[src/rtl/valu_pipe.sv]
// Lane-parallel execute pipeline: X stage (with iterative restoring divider) feeding a
// registered X2 output stage, both under valid/ready flow control.
module valu_pipe #(
  parameter int unsigned WIDTH = 16,
  parameter int unsigned LANES = 4
) (
  input  logic                   clk,
  input  logic                   rst_n,
  input  logic                   in_valid,
  output logic                   in_ready,
  input  logic [WIDTH-1:0]       in_pc,
  input  logic [15:0]            in_ins,
  input  logic [LANES*WIDTH-1:0] in_op1,
  input  logic [LANES*WIDTH-1:0] in_op2,
  input  logic [LANES*WIDTH-1:0] mem_data,
  output logic                   out_valid,
  input  logic                   out_ready,
  output logic [LANES*WIDTH-1:0] out_result,
  output logic [15:0]            out_ins,
  output logic [WIDTH-1:0]       out_pc,
  output logic [LANES-1:0]       out_div_zero
);

  localparam int unsigned DW = LANES * WIDTH;
  localparam int unsigned CW = $clog2(WIDTH + 1);

  localparam logic [3:0] OP_ADD  = 4'b0000;
  localparam logic [3:0] OP_SUB  = 4'b0001;
  localparam logic [3:0] OP_MUL  = 4'b0010;
  localparam logic [3:0] OP_DIV  = 4'b0011;
  localparam logic [3:0] OP_ST0  = 4'b0100;
  localparam logic [3:0] OP_JMP  = 4'b0110;
  localparam logic [3:0] OP_LOAD = 4'b0111;
  localparam logic [3:0] OP_ST1  = 4'b1100;
  localparam logic [3:0] OP_ST2  = 4'b1101;
  localparam logic [3:0] OP_DOT  = 4'b1110;

  logic                        x_valid_q;
  logic [15:0]                 x_ins_q;
  logic [WIDTH-1:0]            x_pc_q;
  logic [DW-1:0]               x_op1_q;   // doubles as the quotient shift register while dividing
  logic [DW-1:0]               x_op2_q;
  logic [LANES-1:0][WIDTH-1:0] rem_q;
  logic [CW-1:0]               count_q;

  logic                        out_valid_q;
  logic [DW-1:0]               out_result_q;
  logic [15:0]                 out_ins_q;
  logic [WIDTH-1:0]            out_pc_q;
  logic [LANES-1:0]            out_div_zero_q;

  logic [LANES-1:0][WIDTH-1:0] op1_l, op2_l, quo_d, rem_d;
  logic [DW-1:0]               res_c;
  logic [LANES-1:0]            dz_c;
  logic [WIDTH-1:0]            dot_acc;
  logic [WIDTH-1:0]            prod;
  logic [WIDTH:0]              shifted, trial;
  logic                        taken;
  logic                        is_div, div_busy, x_done, x_adv;

  assign is_div   = (x_ins_q[15:12] == OP_DIV);
  assign div_busy = x_valid_q && is_div && (count_q != CW'(WIDTH));
  assign x_done   = x_valid_q && !(is_div && (count_q != CW'(WIDTH)));
  assign x_adv    = x_done && (!out_valid_q || out_ready);
  assign in_ready = !x_valid_q || x_adv;

  // Lane views plus one restoring-division step per lane
  always_comb begin
    shifted = '0;
    trial   = '0;
    for (int i = 0; i < LANES; i++) begin
      op1_l[i] = x_op1_q[i*WIDTH +: WIDTH];
      op2_l[i] = x_op2_q[i*WIDTH +: WIDTH];
      shifted  = {rem_q[i], op1_l[i][WIDTH-1]};
      trial    = shifted - {1'b0, op2_l[i]};
      if (!trial[WIDTH]) begin
        rem_d[i] = trial[WIDTH-1:0];
        quo_d[i] = {op1_l[i][WIDTH-2:0], 1'b1};
      end else begin
        rem_d[i] = shifted[WIDTH-1:0];
        quo_d[i] = {op1_l[i][WIDTH-2:0], 1'b0};
      end
    end
  end

  // Result selection for the instruction currently in X
  always_comb begin
    res_c   = '0;
    dz_c    = '0;
    dot_acc = '0;
    prod    = '0;
    taken   = 1'b0;
    for (int i = 0; i < LANES; i++) begin
      prod    = op1_l[i] * op2_l[i];
      dot_acc = dot_acc + prod;
    end
    case (x_ins_q[15:12])
      OP_ADD: for (int i = 0; i < LANES; i++) res_c[i*WIDTH +: WIDTH] = op1_l[i] + op2_l[i];
      OP_SUB: for (int i = 0; i < LANES; i++) res_c[i*WIDTH +: WIDTH] = op1_l[i] - op2_l[i];
      OP_MUL: for (int i = 0; i < LANES; i++) res_c[i*WIDTH +: WIDTH] = op1_l[i] * op2_l[i];
      OP_DIV: begin
        // The raw quotient is meaningless for a zero divisor, so force all ones
        for (int i = 0; i < LANES; i++) begin
          dz_c[i] = (op2_l[i] == '0);
          res_c[i*WIDTH +: WIDTH] = dz_c[i] ? '1 : op1_l[i];
        end
      end
      OP_DOT: res_c[WIDTH-1:0] = dot_acc;
      OP_JMP: begin
        case (x_ins_q[7:4])
          4'd0:    taken = (op1_l[0] == '0);
          4'd1:    taken = (op1_l[0] != '0);
          4'd2:    taken = op1_l[0][WIDTH-1];
          4'd3:    taken = !op1_l[0][WIDTH-1];
          default: taken = 1'b0;
        endcase
        if (x_ins_q[7:6] == 2'b00)
          res_c[WIDTH-1:0] = taken ? op2_l[0] : x_pc_q + WIDTH'(2);
      end
      OP_LOAD: res_c = mem_data;
      OP_ST0, OP_ST1, OP_ST2: if (x_ins_q[7:4] == 4'd1) res_c = x_op1_q;
      default: res_c = '0;
    endcase
  end

  // X stage: capture, divide iterations, and release to X2
  always_ff @(posedge clk or negedge rst_n) begin
    if (!rst_n) begin
      x_valid_q <= 1'b0;
      x_ins_q   <= '0;
      x_pc_q    <= '0;
      x_op1_q   <= '0;
      x_op2_q   <= '0;
      rem_q     <= '0;
      count_q   <= '0;
    end else if (in_valid && in_ready) begin
      x_valid_q <= 1'b1;
      x_ins_q   <= in_ins;
      x_pc_q    <= in_pc;
      x_op1_q   <= in_op1;
      x_op2_q   <= in_op2;
      rem_q     <= '0;
      count_q   <= '0;
    end else if (x_adv) begin
      x_valid_q <= 1'b0;
    end else if (div_busy) begin
      x_op1_q   <= quo_d;
      rem_q     <= rem_d;
      count_q   <= count_q + CW'(1);
    end
  end

  // X2 stage: registered outputs, held while stalled
  always_ff @(posedge clk or negedge rst_n) begin
    if (!rst_n) begin
      out_valid_q    <= 1'b0;
      out_result_q   <= '0;
      out_ins_q      <= '0;
      out_pc_q       <= '0;
      out_div_zero_q <= '0;
    end else if (x_adv) begin
      out_valid_q    <= 1'b1;
      out_result_q   <= res_c;
      out_ins_q      <= x_ins_q;
      out_pc_q       <= x_pc_q;
      out_div_zero_q <= dz_c;
    end else if (out_ready) begin
      out_valid_q    <= 1'b0;
    end
  end

  assign out_valid    = out_valid_q;
  assign out_result   = out_result_q;
  assign out_ins      = out_ins_q;
  assign out_pc       = out_pc_q;
  assign out_div_zero = out_div_zero_q;

endmodule

[config.mk]
export PLATFORM = sky130hd
export DESIGN_NAME = valu_pipe
export DESIGN_NICKNAME = d
export VERILOG_FILES = /design/src/rtl/valu_pipe.sv
export SDC_FILE = /design/constraint.sdc
export NUM_CORES = 2
export LEC_CHECK = 0
export BUFFER_PORTS_ARGS = -buffer_cell sky130_fd_sc_hd__buf_2
export CAP_MARGIN = 0
export CORE_MARGIN = 10
export CORE_UTILIZATION = 57
export DETAILED_ROUTE_END_ITERATION = 6
export HOLD_SLACK_MARGIN = 0.15
export PLACE_DENSITY = 0.77
export SETUP_SLACK_MARGIN = 0.15
export SYNTH_ARGS = -nofsm -noshare
export SYNTH_HDL_FRONTEND = slang
export SYNTH_SLANG_ARGS = --single-unit
[constraint.sdc]
create_clock -name clk -period 12 [get_ports clk]
set_input_delay 1.2 -clock clk [delete_from_list [all_inputs] [get_ports clk]]
set_output_delay 1.2 -clock clk [all_outputs]
set_load 0.005 [all_outputs]
**After elaboration in Yosys (flattened, before gate mapping)**

Index checks and enable logic that the tools add are counted.

- Flip-flop bits (word level): 331
- Latch bits: 0
- RAM bits: 0
- Bits in read-only memories: 0
- Bits of input ports: 228
- Output and inout port bits: 102
- Logic and storage cells: 109
- Memories kept: 0

- Add/subtract/negate cells: 17
- Multiply operators: 4
- Div/mod/pow operators: 0
- Magnitude comparators: 0
- Equal/unequal tests: 14
- Shifts and indexed selects: 0
- Muxes and demuxes: 33
- Bitwise logic cells: 0
- Reduce and logical (&&, ||, !) cells: 26

Operator list:

| kind | number |
|---|---|
| 64-bit 2-to-1 mux | 7 |
| 48-bit one-hot mux with 6 select lines | 1 |
| 16-bit 2-to-1 mux | 10 |
| 16-bit one-hot mux with 8 select lines | 1 |
| 16-bit adder | 7 |
| 16-bit zero test | 5 |
| 17-bit by 16-bit subtractor with 17-bit output | 4 |
| 16-bit by 16-bit multiplier with 16-bit output | 4 |
| 16-bit subtractor | 4 |
| 16-bit by 2-bit adder with 16-bit output (second input constant) | 1 |
| 4-bit by 2-bit equality test with 1-bit output (second input constant) | 4 |
| 16-bit nonzero test | 1 |
| 5-bit 2-to-1 mux | 3 |
| 4-bit by 3-bit equality test with 1-bit output (second input constant) | 3 |
| 4-bit equality test (second input constant) | 3 |
| 1-bit 2-to-1 mux | 9 |
| 4-bit by 1-bit equality test with 1-bit output (second input constant) | 2 |
| 4-bit zero test | 2 |
| 1-bit logical AND | 6 |
| 2-bit nonzero test | 3 |
| 5-bit by 1-bit adder with 5-bit output (second input constant) | 1 |
| 5-bit inequality test (second input constant) | 1 |
| 1-bit zero test | 4 |
| 4-bit 2-to-1 mux | 1 |
| other kinds (6) | 7 |

**Logic depth before layout (Yosys ltp)**

- Depth in word-level cells: 9
- Gate-level depth with buffers: 32
- Gate-level depth less buffers: 31

**Least setup slack after synthesis**

OpenSTA, ideal clock, no wires.

- Kind: reg2reg
- Start point: register x_op2_q[2], in the netlist op2_l[2]
- End point: register out_result_q[15], in the netlist out_result[15]
- Setup time: 125 ps
- Arrival: 7,193 ps
- Required time: 11,875 ps
- Slack: 4,682 ps
- Cell stages (with the launch flop): 30
- Buffers on the path: 2
- Clock period less this slack: 7,318 ps
- Cells stage by stage: dfrtp_1 > clkbuf_1 > clkbuf_1 > nand2_1 > fa_1 > fa_1 > fa_1 > fa_1 > inv_1 > fa_1 > inv_1 > fa_1 > inv_1 > ha_1 > and2_1 > a22o_1 > a31oi_1 > nand2b_1 > xor2_1 > fa_1 > inv_1 > fa_1 > inv_1 > ha_1 > o21ai_0 > o21bai_1 > a21oi_1 > xnor2_1 > xnor2_1 > o21ai_1

- Word-level cells in the longest chain between the ends: 5
- Elaborated cells on any way between the ends: 9
- Those cells by class: 5 x add/sub; 1 x mul; 2 x mux; 1 x reduce/logical

RTL lines:

| element | RTL line | RTL |
|---|---|---|
| from (decl) | 42 | `logic [DW-1:0] x_op2_q;` |
| from (signal assigned) | 141 | `x_op2_q <= in_op2;` |
| 16-bit by 16-bit multiplier with 16-bit output | 94, 100 |  |
| 16-bit adder (3 in series) | 95 | `dot_acc = dot_acc + prod;` |
| 16-bit one-hot mux with 8 select lines (*) | 97 | `case (x_ins_q[15:12])` |
| to (signal assigned) | 163 | `out_result_q <= res_c;` |
| to (decl) | 47 | `logic [DW-1:0] out_result_q;` |

Mark *: on every way between the ends. The rest lies on a longest branch, timed or not.
A chain may end at the register's enable or synchronous reset.

**Worst setup path after layout**

- Start point: register x_op1_q[49], in the netlist op1_l[49]
- End point: register out_result_q[13], in the netlist out_result[13]

- Word-level cells in the longest chain between the ends: 3

RTL lines:

| element | RTL line | RTL |
|---|---|---|
| from (decl) | 41 | `logic [DW-1:0] x_op1_q;` |
| from (signal assigned) | 140 | `x_op1_q <= in_op1;` |
| from (signal assigned) | 147 | `x_op1_q <= quo_d;` |
| 16-bit by 16-bit multiplier with 16-bit output | 94 | `prod = op1_l[i] * op2_l[i];` |
| 16-bit adder | 95 |  |
| 16-bit one-hot mux with 8 select lines | 97 |  |

Every way passes these cells.

==> out/results.tsv <==
stage	metric	value	unit
sta	Fin. Hold Viols	0	
clocking	CTS sink cnt	331	
worst_setup_path	R2R cell count	26	
worst_setup_path	crit path buf inv count	4	
place	# placed instances	5601	
clocking	deepest clock path buffer count	3	
clocking	# resized after CTS	0	
synthesis	Seq/Total Area, Yosys	0.2127	
synthesis	Post-Synthesis Net Count	5539	
sta	final setup vio count	0	
route	# DRC	20	
route	Iteration-0 DRC Markers	3506	
floorplan	height of the die	281.4	um
grt	all-layer global routing usage	0.3179	
synthesis	number of synthesized flops with an enable pin	0	
synthesis	#FFs+latches synth	331	
sta	unrepaired setup endpoints after global routing	false	
sta	worst-margin pin slew	1.207	ns
worst_setup_path	Crit path depth	26	
worst_setup_path	reg2reg setup slack	3.92	ns
synthesis	predominant post-synthesis flop cell	dfrtp_1	
sta	minimum clock period	8.076	ns
worst_setup_path	critical path required time	12.48	ns
place	Final Wtd Congestion	0.9783	
synthesis	fraction of registers with async set/reset	1.000	
synthesis	library cells used by synthesis	79	
worst_setup_path	crit path launch type	register	
route	Vias	34050	
synthesis	Syn Inst Count	4603	
clocking	post-CTS setup buffer count	0	
worst_setup_path	Top Family by Delay on Critical Path	adder cells	
sta	setup TNS	0	ns
grt	largest net degree at the start of global routing	82	
cells_and_area	final core utilization	0.6295	
hold_path	HP Class	register to register	
worst_setup_path	critical path startpoint	op1_l[49]$_DFFE_PN0P_	
worst_setup_path	Reg-to-Reg End	out_result[13]$_DFFE_PN0P_	
route	DRT Wirelength	127400	um
floorplan	Starting Density	0.5769	
cells_and_area	most frequent cells in the layout	nand2_1, inv_1, fa_1	
worst_setup_path	crit-path max cell delay	0.82	ns
worst_setup_path	kind of critical path	register to register	
sta	Fmax	0.1238	GHz
run_status	failing checks	DRC	
worst_setup_path	Crit path arrival time	8.55	ns
cells_and_area	fin nets	5707	
worst_setup_path	Crit-path slowest cell	dfrtp_1	
floorplan	core area	67510	um^2
cells_and_area	layout cells sized above 1	0.09831	
clocking	Clock Pin Slew Worst Setup and Hold Paths	0.06	ns
sta	worst hold slack	0.4618	ns
synthesis	Syn Area/Cell	8.462	um^2
floorplan	Die Width	281.4	um
grt	initial antenna violation count	5	
worst_setup_path	endpoint class of the critical path	register	
clocking	CTS hold repair buffers	0	
route	DRT antenna net count	0	
route	vias per cell	5.999	
floorplan	Die Area	79190	um^2
grt	grt ovf	0	
floorplan	Cell Rows	95	
synthesis	YS warnings	0	
sta	max-slew violations	0	
clocking	H-tree levels	2	
route	Pre-Repair DR Iteration Count	7	
clocking	CTS tree	built	
cells_and_area	commonest non-fill, non-tap cell in the layout	nand2_1	
sta	clock skew	0.03741	ns
clocking	TritonCTS buffer count	41	
worst_setup_path	Worst Path Max Fanout	20	
grt	first-pass GRT wire length	196500	um
worst_setup_path	cell mode on critical path	fa_1	
cells_and_area	Post-Layout Cell Count	5676	
flow_run	Max-Cap Viols	0	
sta	final worst-path cycle share	0.6730	
sta	slew margin rel.	0.1938	
clocking	root buf cell	clkbuf_16	
cells_and_area	Syn-to-layout area delta	9.123	%
floorplan	I/O pin count	330	
clocking	Worst-Skew Late Latency	0.62	ns
worst_setup_path	Setup crit end	out_result[13]$_DFFE_PN0P_	
run_status	status	complete, but fails checks	
route	Avg WL per Cell	22.44	um
grt	vias in the first global route	34080	
worst_setup_path	Worst R2R Start	op1_l[49]$_DFFE_PN0P_	
place	DP HPWL	96360	um
synthesis	Cell Area, Synth	38950	um^2
place	Port Buffers	329	
==> kinds of logic (layout without fill, tap and decap cells) <==
kind of cell / Yosys count / in the layout / share of synthesized area
multiplexers: 58 / 58 / 0.01526
adder cells (fa/ha/maj): 708 / 708 / 0.2964
flip-flops: 331 / 331 / 0.2127
XOR/XNOR: 362 / 362 / 0.08340
buffers and inverters: 845 / 1043 / 0.08288
AND/OR/NAND/NOR: 1512 / 1512 / 0.1767
other: 0 / 2 / 0
AO/OA/AOI/OAI: 787 / 787 / 0.1326
==> metrics by stage <==
stage	instance area, um^2	setup slack, ns
final	42500	3.924
after global routing	42500	3.611
after global placement	41070	4.247
after CTS	42500	4.101
after detailed placement	41070	4.129
after floorplan	38950	4.682
==> state kept, by name, summed over array words and instances, names as in the netlist, 4 cells and up <==
name	flops
count_q	5
op1_l	64
op2_l	64
out_div_zero	4
out_ins	16
out_pc	16
out_result	64
rem_q	64
x_ins_q	16
x_pc_q	16
==> worst min path at each step <==
stage	startpoint	end	slack, ns	depth (start not counted)
2_1_floorplan	x_ins_q[0]$_DFFE_PN0P_	out_ins[0]$_DFFE_PN0P_	0.44	2
3_3_place_gp	x_ins_q[8]$_DFFE_PN0P_	out_ins[8]$_DFFE_PN0P_	0.44	2
3_5_place_dp	x_ins_q[8]$_DFFE_PN0P_	out_ins[8]$_DFFE_PN0P_	0.45	2
4_1_cts	x_ins_q[8]$_DFFE_PN0P_	out_ins[8]$_DFFE_PN0P_	0.46	2
5_1_grt	x_ins_q[8]$_DFFE_PN0P_	out_ins[8]$_DFFE_PN0P_	0.48	2
6_report	x_ins_q[8]$_DFFE_PN0P_	out_ins[8]$_DFFE_PN0P_	0.46	2
==> worst min-delay path: stages, from the launching register on <==
cell     delay, ns
dfrtp_1       0.34
nand2_1       0.05
nand2_1       0.05
==> per-layer routing <==
| metal | track usage | share of wire |
|---|---|---|
| met5 | 0 | 0.000086 |
| met1 | 0.4163 | 0.40 |
| met4 | 0.1478 | 0.051 |
| met3 | 0.06646 | 0.10 |
| met2 | 0.5001 | 0.45 |
==> synthesized netlist by cell type (5+ instances only) <==
library cell,number,area share
o221ai_1,8,0.0018
nor3_1,31,0.0040
o21bai_1,19,0.0037
a21o_1,48,0.0093
a221o_1,11,0.0028
a22oi_1,91,0.018
o21ai_0,231,0.030
a311oi_1,5,0.0011
nor2_1,200,0.019
o21ai_1,15,0.0019
a41oi_1,15,0.0034
o41ai_1,8,0.0018
o211ai_1,15,0.0029
and2_1,255,0.041
o21a_1,22,0.0042
a21oi_1,147,0.019
o31ai_1,18,0.0035
xor2_1,101,0.023
fa_1,358,0.18
nand3b_1,7,0.0013
inv_1,609,0.059
a31oi_1,21,0.0034
dfrtp_1,331,0.21
a211oi_1,12,0.0023
a221oi_1,36,0.0081
or2_2,5,0.00080
or4_1,5,0.00096
a2111oi_0,7,0.0016
a211o_1,9,0.0020
nand4_1,11,0.0018
nand2b_1,30,0.0048
nand2_1,781,0.075
a222oi_1,9,0.0023
mux2i_1,53,0.014
and3_1,18,0.0029
nand3_1,102,0.013
xnor2_1,256,0.058
clkbuf_1,205,0.020
nor2b_1,35,0.0056
buf_2,18,0.0023
nor4_1,9,0.0014
ha_1,350,0.11
or3_1,11,0.0018
==> layout make-up <==
cell class	count	area, um^2
Sequential cell	331	8283
Multi-Input combinational cell	3427	27520
Clock inverter	18	266.5
Timing Repair Buffer	360	1889
Clock buffer	55	1160
Fill cell	5733	25010
Inverter	610	2290
Antenna cell	2	5.005
Tap cell	873	1092
Power is not shown: default switching activity piles up to over one toggle a cycle in this logic, so the estimate is an artifact.
